--- src/rtl/chimp_pkg.sv ---
// Shared chimp PS/2 definitions: host-transmit state encoding, command and ACK bytes.
package chimp_pkg;

    typedef enum logic [2:0] {
        IDLE,
        INHIBIT,
        REQ,
        XFER,
        WAITIDLE,
        DONE,
        ERR
    } ps2TxStateT;

    localparam logic [7:0] PS2_CMD_ENABLE = 8'hF4;
    localparam logic [7:0] PS2_CMD_RESET  = 8'hFF;
    localparam logic [7:0] PS2_ACK_BYTE   = 8'hFA;

    function automatic logic oddParity(input logic [7:0] data);
        return ~^data;
    endfunction

endpackage

--- src/rtl/ps2_sync_edge.sv ---
// Two-flop synchronizer for one PS/2 pad plus a falling-edge detector on the synchronized level.
module ps2_sync_edge (
    input  logic clk,
    input  logic iReset,
    input  logic iLine,
    output logic oLevel,
    output logic oFall
);

    logic metaQ, syncQ, prevQ;

    // Reset to the idle-high level so releasing reset never looks like an edge.
    always_ff @(posedge clk) begin
        if (iReset) begin
            metaQ <= 1'b1;
            syncQ <= 1'b1;
            prevQ <= 1'b1;
        end else begin
            metaQ <= iLine;
            syncQ <= metaQ;
            prevQ <= syncQ;
        end
    end

    assign oLevel = syncQ;
    assign oFall  = prevQ & ~syncQ;

endmodule

--- src/rtl/ps2_host_tx.sv ---
// PS/2 host-to-device command transmitter driving open-drain clock/data pads.
// Define PS2_TX_AUTO_INIT_EN to send PS2_CMD_ENABLE once after every reset.
module ps2_host_tx
    import chimp_pkg::*;
#(
    parameter int unsigned INHIBIT_CYCLES = 5000,
    parameter int unsigned START_TIMEOUT  = 750000,
    parameter int unsigned XFER_TIMEOUT   = 100000
) (
    input  logic       clk,
    input  logic       iReset,
    input  logic [7:0] iData,
    input  logic       iSend,
    input  logic       iPs2Clk,
    input  logic       iPs2Dat,
    output logic       oPs2ClkLow,
    output logic       oPs2DatLow,
    output logic       oBusy,
    output logic       oDone,
    output logic       oError
);

    localparam int unsigned TimeoutMax = (START_TIMEOUT > XFER_TIMEOUT) ? START_TIMEOUT
                                                                        : XFER_TIMEOUT;
    localparam int unsigned CntMax = (TimeoutMax > INHIBIT_CYCLES) ? TimeoutMax : INHIBIT_CYCLES;
    localparam int unsigned CntW   = $clog2(CntMax + 1);

    ps2TxStateT      stateQ, stateD;
    logic [CntW-1:0] cntQ, cntD;
    logic [3:0]      bitCntQ, bitCntD;
    logic [7:0]      dataQ, dataD;
    logic            parityQ, parityD;
    logic            txBitQ, txBitD;
    logic            sendGo;
    logic [7:0]      sendByte;

    logic clkLevel, clkFall, datLevel, datFallUnused;

    ps2_sync_edge uSyncClk (
        .clk    (clk),
        .iReset (iReset),
        .iLine  (iPs2Clk),
        .oLevel (clkLevel),
        .oFall  (clkFall)
    );

    ps2_sync_edge uSyncDat (
        .clk    (clk),
        .iReset (iReset),
        .iLine  (iPs2Dat),
        .oLevel (datLevel),
        .oFall  (datFallUnused)
    );

`ifdef PS2_TX_AUTO_INIT_EN
    logic autoPendQ, autoPendD;

    always_ff @(posedge clk) begin
        if (iReset) autoPendQ <= 1'b1;
        else        autoPendQ <= autoPendD;
    end

    // The pending auto send masks iSend until it has been accepted.
    always_comb begin
        autoPendD = autoPendQ;
        sendGo    = autoPendQ | iSend;
        sendByte  = autoPendQ ? PS2_CMD_ENABLE : iData;
        if (stateQ == IDLE) autoPendD = 1'b0;
    end
`else
    assign sendGo   = iSend;
    assign sendByte = iData;
`endif

    always_ff @(posedge clk) begin
        if (iReset) begin
            stateQ  <= IDLE;
            cntQ    <= '0;
            bitCntQ <= '0;
            dataQ   <= '0;
            parityQ <= 1'b0;
            txBitQ  <= 1'b1;
        end else begin
            stateQ  <= stateD;
            cntQ    <= cntD;
            bitCntQ <= bitCntD;
            dataQ   <= dataD;
            parityQ <= parityD;
            txBitQ  <= txBitD;
        end
    end

    always_comb begin
        stateD     = stateQ;
        cntD       = (&cntQ) ? cntQ : cntQ + CntW'(1);
        bitCntD    = bitCntQ;
        dataD      = dataQ;
        parityD    = parityQ;
        txBitD     = txBitQ;
        oPs2ClkLow = 1'b0;
        oPs2DatLow = 1'b0;
        oDone      = 1'b0;
        oError     = 1'b0;
        oBusy      = (stateQ != IDLE);

        unique case (stateQ)
            IDLE: begin
                cntD    = '0;
                bitCntD = '0;
                txBitD  = 1'b1;
                if (sendGo) begin
                    dataD   = sendByte;
                    parityD = oddParity(sendByte);
                    stateD  = INHIBIT;
                end
            end
            INHIBIT: begin
                oPs2ClkLow = 1'b1;
                if (cntQ == CntW'(INHIBIT_CYCLES - 1)) begin
                    oPs2DatLow = 1'b1;
                    cntD       = '0;
                    stateD     = REQ;
                end
            end
            REQ: begin
                oPs2DatLow = 1'b1;
                if (clkFall) begin
                    txBitD  = dataQ[0];
                    bitCntD = 4'd1;
                    cntD    = '0;
                    stateD  = XFER;
                end else if (cntQ == CntW'(START_TIMEOUT - 1)) begin
                    stateD = ERR;
                end
            end
            XFER: begin
                oPs2DatLow = ~txBitQ;
                if (cntQ == CntW'(XFER_TIMEOUT - 1)) begin
                    stateD = ERR;
                end else if (clkFall) begin
                    bitCntD = bitCntQ + 4'd1;
                    if (bitCntQ <= 4'd7)       txBitD = dataQ[bitCntQ[2:0]];
                    else if (bitCntQ == 4'd8)  txBitD = parityQ;
                    else if (bitCntQ == 4'd9)  txBitD = 1'b1;
                    else                       stateD = datLevel ? ERR : WAITIDLE;
                end
            end
            WAITIDLE: begin
                if (cntQ == CntW'(XFER_TIMEOUT - 1)) stateD = ERR;
                else if (clkLevel && datLevel)      stateD = DONE;
            end
            DONE: begin
                oDone  = 1'b1;
                stateD = IDLE;
            end
            ERR: begin
                oError = 1'b1;
                stateD = IDLE;
            end
            default: stateD = IDLE;
        endcase
    end

endmodule
--- config.mk ---
export PLATFORM = sky130hd
export DESIGN_NAME = ps2_host_tx
export DESIGN_NICKNAME = d
export VERILOG_FILES = /design/src/rtl/chimp_pkg.sv /design/src/rtl/ps2_sync_edge.sv /design/src/rtl/ps2_host_tx.sv
export SDC_FILE = /design/constraint.sdc
export NUM_CORES = 1
export LEC_CHECK = 0
export ABC_AREA = 1
export CAP_MARGIN = 20
export CORE_MARGIN = 10
export CORE_UTILIZATION = 55
export DETAILED_ROUTE_END_ITERATION = 8
export GPL_ROUTABILITY_DRIVEN = 0
export GPL_TIMING_DRIVEN = 0
export PLACE_DENSITY = 0.83
export SYNTH_ARGS = -nofsm -noshare
export SYNTH_HDL_FRONTEND = slang
export SYNTH_SLANG_ARGS = --single-unit
--- constraint.sdc ---
create_clock -name clk -period 2 [get_ports clk]
set_clock_uncertainty 0.15 [all_clocks]
set_input_delay 0.4 -clock clk [delete_from_list [all_inputs] [get_ports clk]]
set_output_delay 0.4 -clock clk [all_outputs]
set_load 0.02 [all_outputs]
After elaboration in Yosys (flattened, before gate mapping)

Index checks and enable logic that the tools add are counted.

Flip-flop bits (word level): 42
Output and inout port bits: 5
Logic and storage cells: 86

Order comparisons: 2
Muxes and demuxes: 35
Bitwise logic cells: 3
Equal/unequal tests: 23
Reduce and logical (&&, ||, !) cells: 10
Add/subtract/negate cells: 2

Operator list:

| cell                                                            | number |
|---|---|
| 2-to-1 mux 20 bit                                               | 3 |
| case mux 20 bit (3 select lines)                                | 1 |
| 2-to-1 mux 3 bit                                                | 11 |
| adder 20 x 1 -> 20 bit (second input constant)                  | 1 |
| equality test 20 x 13 -> 1 bit (second input constant)          | 1 |
| equality test 20 x 17 -> 1 bit (second input constant)          | 1 |
| equality test 20 bit (second input constant)                    | 1 |
| AND reduction 20 bit                                            | 1 |
| inequality test 3 bit (second input constant)                   | 6 |
| case mux 3 bit (5 select lines)                                 | 1 |
| 2-to-1 mux 4 bit                                                | 3 |
| case mux 4 bit (3 select lines)                                 | 1 |
| 2-to-1 mux 1 bit                                                | 11 |
| inequality test 2 bit (second input constant)                   | 5 |
| equality test 3 bit (second input constant)                     | 3 |
| equality test 4 bit (second input constant)                     | 2 |
| AND reduction 8 bit                                             | 1 |
| XNOR reduction 8 bit                                            | 1 |
| equality test 3 x 2 -> 1 bit (second input constant)            | 2 |
| case mux 1 bit (3 select lines)                                 | 2 |
| nonzero test 3 bit                                              | 2 |
| AND reduction 5 bit                                             | 1 |
| adder 4 x 1 -> 4 bit (second input constant)                    | 1 |
| less-or-equal comparator 4 x 3 -> 1 bit (second input constant) | 1 |
| 11 further kinds                                                | 12 |

Logic depth before layout (Yosys ltp)

Gate-level depths: netlist (run 1).

Word-level depth: 7
Gate-level depth with buffers: 12
Mapped depth without buffers: 12

Hierarchy

A second synthesis (run 1) with hierarchy kept.

Cells, all modules: 391
Area total of the unflattened synthesis: 2458.6 µm²

Modules (own cells, without submodules):

| module        | times used | cells each | area each (µm²) | seq. area each (µm²) |
|---|---|---|---|---|
| ps2_host_tx   | 1          | 367        | 2270.9          | 740.7 |
| ps2_sync_edge | 2          | 12         | 93.8            | 60.1 |

Worst setup path before layout (run 1)

OpenSTA, ideal clock, no wires.

Path type: reg-to-output
From: register stateQ[0]
To: output port oPs2DatLow
Buffers on the path: 1
Cell stages (with the launch flop): 6
Slack: 55 ps
Data arrival time: 1395 ps
Cells stage by stage: dfxtp_1 -> buf_2 -> nand2_1 -> nor2_1 -> inv_1 -> o221ai_1

Longest elaborated chain between the ends: 2
Elaborated cells on any way between the ends: 4

Ends and longest elaborated chain:

| item                                                                         | RTL line           | text |
|---|---|---|
| start, declared                                                              | ps2_host_tx.sv:28  | `ps2TxStateT stateQ, stateD;` |
| start signal, assigned                                                       | ps2_host_tx.sv:84  | `stateQ <= stateD;` |
| equality test 3 x 2 -> 1 bit or equality test 3 x 1 -> 1 bit (tied branches) | ps2_host_tx.sv:106 | `unique case (stateQ)` |
| case mux 1 bit (3 select lines) *                                            | ps2_host_tx.sv:106 |  |
| end, declared                                                                | ps2_host_tx.sv:17  | `output logic oPs2DatLow,` |

Mark *: on every way between the ends. The rest lies on a longest branch, timed or not.

Worst setup path after layout (run 1)

From: register cntQ[19]
To: output port oPs2DatLow

Longest elaborated chain between the ends: 3

Ends and longest elaborated chain:

| item                            | RTL line           | text |
|---|---|---|
| start, declared                 | ps2_host_tx.sv:29  | `logic [CntW-1:0] cntQ, cntD;` |
| start signal, assigned          | ps2_host_tx.sv:85  | `cntQ <= cntD;` |
| equality test 20 x 13 -> 1 bit  | ps2_host_tx.sv:119 | `if (cntQ == CntW'(INHIBIT_CYCLES - 1)) begin` |
| 2-to-1 mux 1 bit                | ps2_host_tx.sv:119 |  |
| case mux 1 bit (3 select lines) | ps2_host_tx.sv:106 |  |

No other way between the ends.

==> impl_results.md, run 1 <==
- Outcome: finished with violations
- Failing checks: negative setup slack
- CP arrival: 1.54 ns
- Post-synthesis simple-gate area fraction: 37.52%
- Worst R2R Path Depth: 9
- Worst-margin pin slew: 0.4100 ns
- Worst-Skew Late Latency: 0.30 ns
- Yosys reg bits: 42
- Setup Crit Path Kind: flop to output port
- PortBufs: 16
- Post-DR vias/cell: 5.307
- Share of cells above drive strength 1: 19.51%
- Worst hold path class: flop to flop
- I/O Pins: 18
- Unrepaired setup endpoints after global routing: yes
- Fin. max-slew vios: 0
- Worst setup EP type: output port
- Ys async rst share: 0%
- DRC violations left: 0
- Crit path required time: 1.45 ns
- Leak: 1.346 nW
- Initial antenna violation count: 0
- Fin area: 3000 um^2
- Synth Area in Adders: 1.946%
- CP Max Fanout: 8
- TritonCTS buffer count: 5
- Starting Density: 57.85%
- Highest Clock Rate: 0.4795 GHz
- Top cell type's share of synthesized area: 32.70%
- Largest family of logic cells by synthesized area: simple AND/OR/NAND/NOR gates
- # rows: 24
- Final Core Density: 67.51%
- Mux contribution to synthesized area: 0%
- GR Util All Layers: 15.46%
- Syn_nets: 399
- Initial DRC Count: 178
- Rel. slew slack: 72.67%
- Die Y: 88.38 um
- Detailed Routing Iterations Pass 1: 4
- Synth Area in Compound Gates: 10.80%
- Mapped Area: 2571 um^2
- H-tree depth: 2
- Routed Wire Length: 5865 um
- Root buffer cell: clkbuf_8
- Maximum VDD drop: 0.6530 mV
- Min cycle time layout: 2.086 ns
- Commonest cells in the netlist: nand2_1 (71), nor2_1 (56), inv_1 (50)
- NumNets Final: 426
- Total global routing overflow: 0
- Crit start category: flop
- Clock-pin slew on the worst setup and hold paths: 0.08 ns
- Cells after Synth: 382
- Final setup violation count: 1
- N_diodes: 0
- Primary FF master, synth: dfxtp_1
- Most frequent cell after synthesis: nand2_1
- CTS tree: done
- Placement Cell Area: 2796 um^2
- # clock sinks: 42
- Max-cap check violation count: 0
- Number of global-route vias before repair: 2312
- Drt wl/cell: 12.69 um
- Routed Antenna Nets: 0
- Synth-to-layout area growth: 16.69%
- Hold Vio Cnt, Final: 0
- CTS max path bufs: 2
- Final worst-path cycle share: 104.3%
- Pwr per Cell Area: 858.4 nW/um^2
- WHS: 0.2653 ns
- CTS Hold Buffers Added: 0
- Placed wire-length estimate: 4421 um
- First-pass GRT wire length: 9873 um
- Die W: 88.38 um
- Synth Area in XOR/XNOR: 6.472%
- Hold Path Stages: 1
- Leading area contributor after synthesis: dfxtp_1
- Mean Syn Cell Area: 6.731 um^2
- Register area share after synthesis: 32.70%
- Ys Warns: 0
- Top cells by area, synth: dfxtp_1 (33%), nand2_1 (10%), nor2_1 (8.2%)
- Cell variety after synth: 36
- Post-synth EDFFs: 0
- Die Area: 7810 um^2
- Via count: 2452
- Largest net degree at the start of global routing: 13
- Final setup margin: -0.08569 ns
- Core ar.: 4444 um^2
flip-flops by register name, summed over array words and instances (netlist names):
signal,cells
cntQ,20
dataQ,8
bitCntQ,4
stateQ,3
parityQ,1
txBitQ,1
uSyncClk.metaQ,1
uSyncClk.oLevel,1
uSyncClk.prevQ,1
uSyncDat.metaQ,1
uSyncDat.oLevel,1
final timing paths:
kind	start	endpoint	slack (ns)
setup / recovery	cntQ[19]	oPs2DatLow	-0.09
hold / removal	uSyncClk.metaQ	uSyncClk.oLevel	0.27
setup reg to reg	cntQ[1]	cntQ[14]	0.08
hold reg to reg	uSyncClk.metaQ	uSyncClk.oLevel	0.27
where the power goes:
group,total [mW],switching (mW),internal (mW),leakage [nW]
clock network,0.572,0.293,0.279,0.0482
logic,0.976,0.626,0.350,0.952
registers,1.03,0.0716,0.956,0.346
total,2.58,0.991,1.59,1.35
cells in the final DEF, fill, tap and decap left out, drive strengths merged:
| master | n |
|---|---|
| nand2 | 81 |
| nor2 | 68 |
| inv | 56 |
| dfxtp | 42 |
| nand3 | 29 |
| a21oi | 26 |
| o21ai | 22 |
| xor2 | 12 |
| clkdlybuf4s50 | 11 |
| buf | 11 |
| clkbuf | 11 |
| nor3 | 9 |
| xnor2 | 7 |
| or2 | 6 |
| ha | 4 |
| nand4 | 3 |
| o211ai | 2 |
| dlygate4sd2 | 2 |
| o221ai | 1 |
| and3 | 1 |
| o21bai | 1 |
| nor4 | 1 |
| nand3b | 1 |
| a31oi | 1 |
| clkinv | 1 |
| clkdlybuf4s15 | 1 |
routing by layer:
metal / track usage (%) / share of wire [%] / vias up
met1: 18.36 / 44 / 1120
li1: - / - / 1262
met5: 0 / 0 / -
met4: 4.846 / 1.1 / 0
met3: 3.401 / 4.8 / 8
met2: 27.06 / 50 / 62
cell type report:
| type | instances | area, um^2 |
|---|---|---|
| Timing Repair Buffer | 20 | 180.2 |
| Inverter | 56 | 212.7 |
| Clock buffer | 7 | 86.33 |
| Buffer | 9 | 65.06 |
| Tap cell | 52 | 65.06 |
| Fill cell | 367 | 1444 |
| Multi-Input combinational cell | 275 | 1534 |
| Clock inverter | 1 | 5.005 |
| Sequential cell | 42 | 852.1 |
metrics by stage:
| step | cells | setup TNS, ns | power, mW | setup slack, ns |
|---|---|---|---|---|
| after floorplan | 382 | 0 | 1.697 | 0.05511 |
| after global placement | 450 | -0.6272 | 1.939 | -0.4841 |
| after detailed placement | 450 | -0.9072 | 1.962 | -0.5033 |
| after CTS | 458 | -0.2727 | 2.524 | -0.2727 |
| after global routing | 462 | -0.2309 | 2.767 | -0.1911 |
| final | 462 | -0.08569 | 2.576 | -0.08569 |
kinds of logic (layout without fill, tap and decap cells):
group                      count (synthesis)  count (layout)
adders and majority gates                  4               4
DFF                                       42              42
xor gates and xnor gates                  19              19
AOI/OAI and AO/OA                         53              53
buffers and inverters                     65              93
and+or+nand+nor                          199             199
worst max-delay path, cell delays in order (launching register included):
cell	delay [ns]
dfxtp_1	0.31
clkbuf_8	0.16
nor2_4	0.11
nand2_1	0.08
nor2_1	0.14
nand3_2	0.11
o221ai_2	0.16
buf_4	0.17
repair_timing:
item	4_1_cts	5_1_grt
setup endpoints to repair	26	27
resized for setup	14	33
pin swaps	0	10
buffers inserted	0	4
Power figures use the tool's default switching activity.
==> inputs of run 2 (changes only) <==
--- a/config.mk
+++ b/config.mk
@@ -12,6 +12,7 @@
 export DETAILED_ROUTE_END_ITERATION = 8
 export GPL_ROUTABILITY_DRIVEN = 0
 export GPL_TIMING_DRIVEN = 0
+export HOLD_SLACK_MARGIN = 0.08
 export PLACE_DENSITY = 0.83
 export SYNTH_ARGS = -nofsm -noshare
 export SYNTH_HDL_FRONTEND = slang
==> results of run 2 <==
No change in the layout: final DEF, timing and power equal those of run 1.
==> inputs of run 3 (changes only) <==
--- a/config.mk
+++ b/config.mk
@@ -12,8 +12,8 @@
 export DETAILED_ROUTE_END_ITERATION = 8
 export GPL_ROUTABILITY_DRIVEN = 0
 export GPL_TIMING_DRIVEN = 0
-export HOLD_SLACK_MARGIN = 0.08
 export PLACE_DENSITY = 0.83
+export SLEW_MARGIN = 20
 export SYNTH_ARGS = -nofsm -noshare
 export SYNTH_HDL_FRONTEND = slang
 export SYNTH_SLANG_ARGS = --single-unit
==> results of run 3 <==
No change in the layout: final DEF, timing and power equal those of run 1.
